==> src/rtl/main_mem_arbiter.sv <==
// main_mem_arbiter
//   Shares one single-ported main memory among N_PORTS requesters. One access
//   is in flight at a time. A requester holds its request until it sees a
//   one-cycle ac pulse.
//
//   Build option: define MAIN_MEM_ARB_RR_EN for round-robin arbitration.
//   Without it, the lowest index wins and ptr is a constant 0.
//
// Ports:
//   clk        in   clock, all state updates on the rising edge
//   reset_n    in   synchronous, active-low reset
//   req_read   in   [N_PORTS]          per-port read request
//   req_write  in   [N_PORTS]          per-port write request (wins over read)
//   req_adr    in   [N_PORTS*ADDR_W]   per-port address, port i at [i*ADDR_W +: ADDR_W]
//   req_wdata  in   [N_PORTS*DATA_W]   per-port write data, port i at [i*DATA_W +: DATA_W]
//   ac         out  [N_PORTS]          one-cycle acknowledge for the finished access
//   rdata      out  [DATA_W]           read data, valid while the matching ac bit is high
//   mem_adr    out  [ADDR_W]           memory address (0 when idle)
//   mem_wdata  out  [DATA_W]           memory write data (0 when idle)
//   mem_we     out                     memory write enable, first ACCESS cycle of a write
//   mem_rdata  in   [DATA_W]           memory read data
module main_mem_arbiter #(
   parameter int unsigned N_PORTS = 4,
   parameter int unsigned ADDR_W  = 16,
   parameter int unsigned DATA_W  = 16,
   parameter int unsigned MEM_LAT = 2
) (
   input  logic                        clk,
   input  logic                        reset_n,
   input  logic [N_PORTS-1:0]          req_read,
   input  logic [N_PORTS-1:0]          req_write,
   input  logic [N_PORTS*ADDR_W-1:0]   req_adr,
   input  logic [N_PORTS*DATA_W-1:0]   req_wdata,
   output logic [N_PORTS-1:0]          ac,
   output logic [DATA_W-1:0]           rdata,
   output logic [ADDR_W-1:0]           mem_adr,
   output logic [DATA_W-1:0]           mem_wdata,
   output logic                        mem_we,
   input  logic [DATA_W-1:0]           mem_rdata
);

   localparam int unsigned SEL_W = (N_PORTS > 1) ? $clog2(N_PORTS) : 1;
   localparam int unsigned CNT_W = (MEM_LAT > 1) ? $clog2(MEM_LAT) : 1;
   localparam logic [CNT_W-1:0] CNT_INIT = CNT_W'(MEM_LAT - 1);
   localparam logic [SEL_W-1:0] LAST_PORT = SEL_W'(N_PORTS - 1);

   typedef enum logic [1:0] {
      IDLE,
      ACCESS,
      ACK
   } state_t;

   state_t             state, state_nxt;
   logic [SEL_W-1:0]   sel, sel_nxt;
   logic               wr_q, wr_nxt;
   logic               first_q, first_nxt;
   logic [CNT_W-1:0]   cnt, cnt_nxt;
   logic [DATA_W-1:0]  rdata_q, rdata_nxt;
   logic [SEL_W-1:0]   ptr;

   logic [N_PORTS-1:0] req_any;
   logic [N_PORTS-1:0] excl;
   logic [N_PORTS-1:0] cand;
   logic               grant_vld;
   logic [SEL_W-1:0]   grant;
   logic               take;

   assign req_any = req_read | req_write;
   assign rdata   = rdata_q;

   // The port finishing in ACK is not eligible that cycle; it can only be
   // granted again through IDLE.
   always_comb begin
      excl = '0;
      if (state == ACK) begin
         excl[sel] = 1'b1;
      end
   end

   assign cand = req_any & ~excl;

   // Search starts at ptr and wraps modulo N_PORTS.
   always_comb begin
      int unsigned idx;
      idx       = 0;
      grant_vld = 1'b0;
      grant     = '0;
      for (int unsigned i = 0; i < N_PORTS; i++) begin
         idx = 32'(ptr) + i;
         if (idx >= N_PORTS) begin
            idx = idx - N_PORTS;
         end
         if (!grant_vld && cand[SEL_W'(idx)]) begin
            grant_vld = 1'b1;
            grant     = SEL_W'(idx);
         end
      end
   end

   always_comb begin
      state_nxt = state;
      sel_nxt   = sel;
      wr_nxt    = wr_q;
      first_nxt = first_q;
      cnt_nxt   = cnt;
      rdata_nxt = rdata_q;
      take      = 1'b0;
      ac        = '0;
      mem_we    = 1'b0;
      mem_adr   = '0;
      mem_wdata = '0;

      case (state)
         IDLE: begin
            if (grant_vld) begin
               take = 1'b1;
            end
         end
         ACCESS: begin
            mem_adr   = req_adr[sel*ADDR_W +: ADDR_W];
            mem_wdata = req_wdata[sel*DATA_W +: DATA_W];
            mem_we    = wr_q & first_q;
            first_nxt = 1'b0;
            if (cnt == '0) begin
               if (!wr_q) begin
                  rdata_nxt = mem_rdata;
               end
               state_nxt = ACK;
            end else begin
               cnt_nxt = cnt - 1'b1;
            end
         end
         ACK: begin
            ac[sel] = 1'b1;
            if (grant_vld) begin
               take = 1'b1;
            end else begin
               state_nxt = IDLE;
            end
         end
         default: begin
            state_nxt = IDLE;
         end
      endcase

      if (take) begin
         state_nxt = ACCESS;
         sel_nxt   = grant;
         wr_nxt    = req_write[grant];
         first_nxt = 1'b1;
         cnt_nxt   = CNT_INIT;
      end
   end

   always_ff @(posedge clk) begin
      if (!reset_n) begin
         state   <= IDLE;
         sel     <= '0;
         wr_q    <= 1'b0;
         first_q <= 1'b0;
         cnt     <= '0;
         rdata_q <= '0;
      end else begin
         state   <= state_nxt;
         sel     <= sel_nxt;
         wr_q    <= wr_nxt;
         first_q <= first_nxt;
         cnt     <= cnt_nxt;
         rdata_q <= rdata_nxt;
      end
   end

`ifdef MAIN_MEM_ARB_RR_EN
   always_ff @(posedge clk) begin
      if (!reset_n) begin
         ptr <= '0;
      end else if (take) begin
         ptr <= (grant == LAST_PORT) ? '0 : grant + 1'b1;
      end
   end
`else
   assign ptr = '0;
`endif

endmodule

==> config.mk <==
export PLATFORM = sky130hd
export DESIGN_NAME = main_mem_arbiter
export DESIGN_NICKNAME = d
export VERILOG_FILES = /design/src/rtl/main_mem_arbiter.sv
export SDC_FILE = /design/constraint.sdc
export NUM_CORES = 1
export LEC_CHECK = 0
export ABC_AREA = 1
export CORE_MARGIN = 3
export CORE_UTILIZATION = 25
export DETAILED_ROUTE_END_ITERATION = 10
export PLACE_DENSITY = 0.87
export SKIP_LAST_GASP = 1
export SLEW_MARGIN = 10
export SYNTH_ARGS = -nofsm -noshare
export SYNTH_HDL_FRONTEND = slang
export SYNTH_SLANG_ARGS = --single-unit
==> constraint.sdc <==
create_clock -name clk -period 1.7 [get_ports clk]
set_clock_uncertainty 0.2 [all_clocks]
set_input_delay 0.425 -clock clk [delete_from_list [all_inputs] [get_ports clk]]
set_output_delay 0.425 -clock clk [all_outputs]
set_load 0.01 [all_outputs]
After elaboration in Yosys (flattened, before gate mapping)
Cells that the tools add are included.
Word-level totals
  logic and storage cells: 68
  flip-flop bits (word level): 23
  input bits: 154
Cells by class
  add/subtract/negate cells: 1
  eq/ne operators: 7
  muxes and demuxes: 26
  reduce and logical (&&, ||, !) cells: 14
  bitwise logic cells: 8
  order comparisons: 3
  shifts and indexed selects: 2
Operators by type and width (number)
  64-bit by 7-bit indexed part select with 16-bit output: 2
  16-bit two-way mux: 2
  1-bit two-way mux: 16
  3-bit AND reduction: 3
  2-bit two-way mux: 4
  2-bit by 3-bit < comparator with 1-bit output (second input constant): 2
  2-bit inequality test (second input constant): 3
  3-bit inequality test (second input constant): 2
  2-bit case mux with 3 select lines: 1
  4-bit bitwise AND: 1
  1-bit logical AND: 4
  4-bit two-way mux: 1
  1-bit NOT: 4
  4-bit NOT: 1
  4-bit bitwise OR: 1
  2-bit OR reduction: 2
  1-bit zero test: 3
  1-bit binary-select mux with 2-bit select: 1
  1-bit demux with 2-bit select: 1
  2-bit by 1-bit equality test with 1-bit output (second input constant): 1
  2-bit equality test (second input constant): 1
  2-bit by 1-bit >= comparator with 1-bit output (second input constant): 1
  2-bit zero test: 1
  2-bit nonzero test: 1
  other kinds (2): 2

Longest topological paths before layout
Gate-level depths: netlist of the first run.
  depth after elaboration: 21
  gate-level depth with buffers: 13
  depth with buffers taken out: 12

Least setup slack after synthesis of the first run
No wires, ideal clock.
  path type: reg-to-output
  from: register sel[1]
  to: output port mem_adr[0]
  slack: -0.146 ns
  required time: 1.075 ns
  data arrival time: 1.221 ns
  stages on the path, launching flop included: 7
  path through: dfxtp_1 buf_6 inv_2 nor2_4 buf_1 nand2_1 a31oi_1
On the way
  word-level cells in the longest chain between the ends: 2
RTL lines
  start: declaration: line 54  | logic [SEL_W-1:0] sel, sel_nxt;
  start signal: assignment: line 165  | sel <= sel_nxt;
  64-bit by 7-bit indexed part select with 16-bit output: line 120  | mem_adr = req_adr[sel*ADDR_W +: ADDR_W];
  16-bit two-way mux: line 113  | case (state)
  end: declaration: line 36  | output logic [ADDR_W-1:0] mem_adr,
Every way passes these cells.

Worst setup path in the final report of the first run
  from: register sel[1]
  to: output port mem_wdata[5]
On the way
  word-level cells in the longest chain between the ends: 2
RTL lines
  64-bit by 7-bit indexed part select with 16-bit output: line 121  | mem_wdata = req_wdata[sel*DATA_W +: DATA_W];
  16-bit two-way mux: line 113
  end: declaration: line 37  | output logic [DATA_W-1:0] mem_wdata,
Every way passes these cells.

==> run_results.csv, run 1 <==
group,metric,value,unit
run_status,outcome,"complete, but fails checks",
run_status,violations,"setup timing",
routing,route.antenna.remaining_nets,0,
synthesis,syn_area_per_cell,6.37,um2
placement,pre_cts_ws,-698,ps
finish,area_growth,165,%
timing,slew_violations,0,
grt,grt_pass1_wl,15.7,mm
synthesis,synth_warnings,0,
die,die_y,91.2,um
grt,grt_max_degree,33,
worst_setup_path,cp_max_fo,32,
clocking,clock_sinks,22,
clocking,tritoncts.num_buffers,3,
finish,final_area,0.00482,mm2
timing,hold_violations,0,
finish,layout-drive-gt1-share,33.8,%
clocking,clock_path_buffers,2,
worst_setup_path,crit_type,"register to primary output",
grt,antenna_found_initial,0,
synthesis,synth_cells,285,
placement,place.gp.congestion,0.855,
clocking,ctsHoldBuffers,0,
timing,fin_ws,-508,ps
worst_setup_path,cpMostUsedCell,"buf_12",
routing,route.detailed.drc,0,
synthesis,synth-seq-cells,22,
clocking,cts_max_level,1,
synthesis,async_flop_share,0,%
worst_setup_path,cp.arrival,1580,ps
timing,finalCritPeriodShare,130,%
routing,dr_total_vias,3192,
worst_setup_path,end_kind,"primary output",
finish,n_antenna_cell,0,
placement,dp_hpwl,7.99,mm
synthesis,syn_nets,439,
routing,drtPass1Iterations,4,
pwr,peakVddDrop,0.506,mV
worst_setup_path,cp_cell_sequence,"buf_12 -> buf_12 -> nand3_1 -> a31oi_2 -> clkdlybuf4s15_2",
clocking,cts_tree,"built",
die,core,0.00691,mm2
timing,rsz0062_at_grt,"true",
routing,drt-wirelength-per-cell,17.7,um
die,num_rows,30,
synthesis,ys_seq_area_share,24.2,%
routing,wl,10.9,mm
pwr,p_leak,1.92,nW
die,start_util,26.3,%
clocking,path_clk_slew,80,ps
synthesis,synth_edf_count,0,
worst_setup_path,critPathLaunchType,"register",
die,die_w,91.2,um
hold_path,hold_path.class,"register to register",
synthesis,syn_area,0.00182,mm2
routing,vias_per_cell,5.17,
finish,mostFrequentLayoutCell,"clkdlybuf4s50_1",
synthesis,yosysUniqueCellTypes,25,
routing,drt_iter0_drc,119,
timing,fmax,453,MHz
die,num_io_pins,207,
clocking,clk_latency,260,ps
placement,place_area,0.00446,mm2
grt,gr-total-overflow,0,
grt,grt_pass1_vias,3073,
worst_setup_path,crit_slowest_cell,"dfxtp_4",
worst_setup_path,worst_path_largest_cell_delay,390,ps
flow_run,drv_cap,0,
placement,portBuffers,206,
finish,final_cell_mix,"clkdlybuf4s50_1, nand2_1, nor2_1, nand3_1, a31oi_2",
worst_setup_path,cp.required,1070,ps
finish,final_nets,676,
timing,max_slew_margin,82.7,%
timing,tightest_slew,259,ps
clocking,cts-root-buf,"clkbuf_8",
timing,fin_crit,2210,ps
die,die_area,0.00833,mm2
synthesis,synth_ff_type,"dfxtp_1",
grt,grt_usage,23.1,%
pwr,p_per_area,478,mW/mm2
timing,setup_viol,42,
[path summary, 6_finish.rpt]
check | start | to | slack, ps | depth (start not counted)
worst max-delay path | sel[1]$_SDFFE_PN0P_ | mem_wdata[5] | -510 | 5
worst min-delay path | rdata[12]$_SDFFE_PN0P_ | rdata[12]$_SDFFE_PN0P_ | 320 | 2
worst max register to register | sel[1]$_SDFFE_PN0P_ | sel[0]$_SDFFE_PN0P_ | -270 | 11
worst min register to register | rdata[12]$_SDFFE_PN0P_ | rdata[12]$_SDFFE_PN0P_ | 320 | 2
[sequential cells by signal (all words and copies together), names as in the netlist]
| signal | cells |
|---|---|
| rdata | 16 |
| cnt | 1 |
| wr_q | 1 |
| sel | 2 |
| state | 2 |
[what timing repair did]
action,in CTS,in global routing
setup endpoints to repair,58,44
pin swaps,6,8
gates cloned,0,3
buffers inserted,3,7
gates resized for setup,179,47
[worst max-delay path: cells and delay by family (launching register included)]
family	cells	cell delay, ps
DFF	1	390
AOI/OAI and AO/OA	1	230
and+or+nand+nor	1	130
buffers and inverters	3	560
[metrics by stage]
step                      total power [mW]  TNS, ps  instances  util (%)  hold WS, ps
final                                 2.30   -16020        617      69.8          319
after global routing                  2.41   -19200        617      69.8          347
after floorplan                       1.03    -43.9        285         -          304
after CTS                             2.22   -15770        607      67.3          320
after detailed placement              1.75   -24270        601      64.5          298
after global placement                1.72   -23590        601      64.5          288
[metal layers]
| metal | track usage (%) | vias up | wire, um |
|---|---|---|---|
| met5 | 0 | - | 0 |
| met2 | 44.5 | 165 | 5870 |
| met3 | 4.47 | 12 | 918 |
| met1 | 26.2 | 1532 | 4020 |
| met4 | 4.52 | 0 | 121 |
| li1 | - | 1483 | - |
[logic make-up (layout without fill, tap and decap cells)]
group / Yosys count / in the layout / synth area share (%)
AO/OA/AOI/OAI: 90 / 90 / 33.3
buffers and inverters: 41 / 277 / 9.64
flip-flops: 22 / 22 / 24.2
AND/OR/NAND/NOR: 132 / 132 / 32.9
[power breakdown]
group	internal, mW	switching (mW)	total, mW
clock	0.314	0.164	0.478
combinational	0.723	0.513	1.24
sequential	0.559	0.0309	0.590
[final cells by class]
class / count / area [um2]
multi-input combinational: 222 / 1570
timing repair inverter: 1 / 5.00
fill: 551 / 2080
tap: 96 / 120
clock buffer: 3 / 41.3
inverter: 18 / 80.1
sequential: 22 / 449
clock inverter: 1 / 30.0
timing repair buffer: 254 / 2530
[cells in the mapped netlist (5+ instances only)]
master    instances  area (um2)
dfxtp_1          22         440
a22oi_1          32         240
clkbuf_1         14        52.6
a31oi_1          32         200
inv_1            11        41.3
buf_2             5        25.0
nand3_1          35         175
o21ai_0          17        85.1
nand2_1          46         173
a21oi_1           5        25.0
nor2_1           39         146
inv_2             7        26.3
(Power assumes the default switching activity.)
==> run 2, diff against run 1 <==
--- a/config.mk
+++ b/config.mk
@@ -6,10 +6,11 @@
 export NUM_CORES = 1
 export LEC_CHECK = 0
 export ABC_AREA = 1
-export CORE_MARGIN = 3
-export CORE_UTILIZATION = 25
+export CORE_MARGIN = 1
+export CORE_UTILIZATION = 26
+export CTS_BUF_LIST = sky130_fd_sc_hd__clkbuf_2
 export DETAILED_ROUTE_END_ITERATION = 10
-export PLACE_DENSITY = 0.87
+export PLACE_DENSITY = 0.89
 export SKIP_LAST_GASP = 1
 export SLEW_MARGIN = 10
 export SYNTH_ARGS = -nofsm -noshare
==> run 2 against run 1 <==
The run still ends with setup timing left; critical endpoint is now mem_wdata[15]; sequential cell count stayed put; wire length is 5.8% lower; core utilization is 1.1 points higher; clock power is 59% lower; sequential share of layout area is 0.092 points higher; first-iteration DRC count is 25% lower; critical path depth is 1 higher; largest power group unchanged; non-clock buffer count is 4 higher; combinational power hardly changed; count of clock-buffer cells in the layout stayed put; largest cell class unchanged; critical path type unchanged.
==> run_results.csv, run 2 (same netlist as run 1, synthesis figures left out) <==
group,metric,value,unit
routing,route.antenna.remaining_nets,0,
routing,drt_iter0_drc,89,
clocking,cts_max_level,1,
finish,final_util,70.9,%
hold_path,hold_path.class,"register to register",
worst_setup_path,critPathTopFamily,"buffers and inverters",
finish,largest_reg_flops,16,
grt,gr-total-overflow,0,
timing,fin_ws,-603,ps
clocking,cts_tree,"built",
die,num_rows,30,
pwr,sw_frac_of_total,34.0,%
timing,max_slew_margin,81.5,%
run_status,violations,"setup timing",
timing,hold_violations,0,
finish,layout-drive-gt1-share,35.2,%
finish,final_cell_mix,"clkdlybuf4s50_1, nor2_1, nand3_1, nand2_1, buf_2",
worst_setup_path,worst-path-stages,6,
pwr,internal-power,1.34,mW
worst_setup_path,crit_buf_inv,3,
timing,fin_crit,2300,ps
worst_setup_path,cp.arrival,1680,ps
finish,final_nets,679,
routing,drtPass1Iterations,4,
routing,route.detailed.drc,0,
worst_setup_path,cp_max_fo,5,
flow_run,drv_cap,0,
grt,grt_pass1_vias,3071,
placement,place.gp.congestion,0.795,
die,start_util,26.9,%
worst_setup_path,critPathCapture,"mem_wdata[15]",
worst_setup_path,end_kind,"primary output",
timing,setup_tns,-20820,ps
finish,mostFrequentLayoutCell,"clkdlybuf4s50_1",
grt,antenna_found_initial,0,
worst_setup_path,r2r_slack,-310,ps
worst_setup_path,cp.required,1070,ps
routing,vias_per_cell,5.22,
routing,wl_met3,850,um
finish,n_antenna_cell,0,
routing,wl,10.3,mm
routing,drt-wirelength-per-cell,17.1,um
clocking,ctsHoldBuffers,0,
worst_setup_path,r2r_cells,11,
finish,fill_cells,525,
worst_setup_path,cp_cell_sequence,"buf_12 -> nor2_8 -> clkbuf_16 -> a22oi_1 -> a31oi_1 -> buf_2",
worst_setup_path,critPathLaunchType,"register",
clocking,path_clk_slew,210,ps
grt,grt_usage,24.9,%
clocking,clk_latency,320,ps
timing,rsz0062_at_grt,"true",
worst_setup_path,rr_startpoint,"sel[1]$_SDFFE_PN0P_",
grt,grt_pass1_wl,14.8,mm
clocking,tritoncts.num_buffers,3,
routing,dr_total_vias,3148,
clocking,clock_sinks,22,
grt,grt_max_degree,25,
worst_setup_path,crit_slowest_cell,"dfxtp_4",
placement,portBuffers,206,
timing,setup_viol,58,
die,die_w,85.6,um
finish,area_growth,164,%
timing,slew_violations,0,
routing,drt-met1-wl,3.86,mm
clocking,clock_path_buffers,2,
timing,tightest_slew,276,ps
timing,fmax,434,MHz
die,die_area,0.00733,mm2
die,die_y,85.6,um
timing,finalCritPeriodShare,135,%
worst_setup_path,worst_path_largest_cell_delay,420,ps
die,core,0.00676,mm2
routing,highest_layer,"met4",
pwr,p_clk_share,9.8,%
pwr,total_power,2.03,mW
clocking,cts-root-buf,"clkbuf_2",
pwr,combinationalPowerShare,61.4,%
placement,dp_hpwl,7.35,mm
pwr,p_leak,1.97,nW
worst_setup_path,regToRegEndpoint,"sel[0]$_SDFFE_PN0P_",
pwr,p_switching,0.691,mW
pwr,p_per_area,424,mW/mm2
worst_setup_path,cp-startpoint,"sel[1]$_SDFFE_PN0P_",
run_status,outcome,"complete, but fails checks",
pwr,peakVddDrop,0.515,mV
routing,wl_met2,5.30,mm
die,num_io_pins,207,
worst_setup_path,crit_type,"register to primary output",
pwr,p_seq_share,28.8,%
run 2: cell type report:
class | instances | area, um2 | share of cell area (%)
clock buffers | 3 | 15.0 | 0.314
inverters | 18 | 77.6 | 1.62
multi-input cells | 222 | 1610 | 33.5
flip-flops and latches | 22 | 450 | 9.41
well taps | 80 | 100 | 2.09
repair buffers | 258 | 2540 | 53.0
run 2: through the flow:
stage                     area [um2]  std cells  hold WS [ps]  setup slack (ps)
after floorplan                 2070        285           304             -2.44
after global placement          4440        585           287              -691
after detailed placement        4440        585           300              -691
after CTS                       4610        596           336              -596
after global routing            4790        603           363              -676
final                           4790        603           328              -603
run 2: power by group through the flow:
stage	clock network, mW	registers, mW	logic, mW
floorplan	0	0.610	0.421
global placement	0	0.591	1.12
detailed placement	0	0.594	1.15
CTS	0.204	0.583	1.16
global route	0.230	0.591	1.32
finish	0.198	0.585	1.25
run 2: metal layers:
layer,track usage [%],up-vias
met3,4.14,30
met5,0,-
met2,46.5,180
met1,29.0,1444
li1,-,1494
met4,7.42,0
run 2: worst min path at each step:
| stage | endpoint | slack [ps] | cells past startpoint | from |
|---|---|---|---|---|
| 2_1_floorplan | cnt$_SDFFE_PN0P_ | 300 | 2 | cnt$_SDFFE_PN0P_ |
| 3_3_place_gp | rdata[7]$_SDFFE_PN0P_ | 290 | 2 | rdata[7]$_SDFFE_PN0P_ |
| 3_5_place_dp | rdata[7]$_SDFFE_PN0P_ | 300 | 2 | rdata[7]$_SDFFE_PN0P_ |
| 4_1_cts | rdata[7]$_SDFFE_PN0P_ | 340 | 2 | rdata[7]$_SDFFE_PN0P_ |
| 5_1_grt | rdata[7]$_SDFFE_PN0P_ | 360 | 2 | rdata[7]$_SDFFE_PN0P_ |
| 6_report | rdata[7]$_SDFFE_PN0P_ | 330 | 2 | rdata[7]$_SDFFE_PN0P_ |
run 2: what timing repair did:
| action | CTS | global route |
|---|---|---|
| gates resized for setup | 202 | 44 |
| pin swaps | 4 | 9 |
| setup buffers | 5 | 5 |
| cloned | 3 | 3 |
| setup endpoints to repair | 74 | 58 |
| endpoints found under the hold margin | 0 | 0 |
run 2: worst register-to-register path: stages, from the launching register on:
cell and delay [ps]:
dfxtp_4 420, buf_12 140, nor2_8 180, buf_6 180, inv_4 40, buf_4 130
o22ai_4 110, nand2_2 100, o21ai_4 200, inv_2 70, o21ai_2 120, nor2_1 50
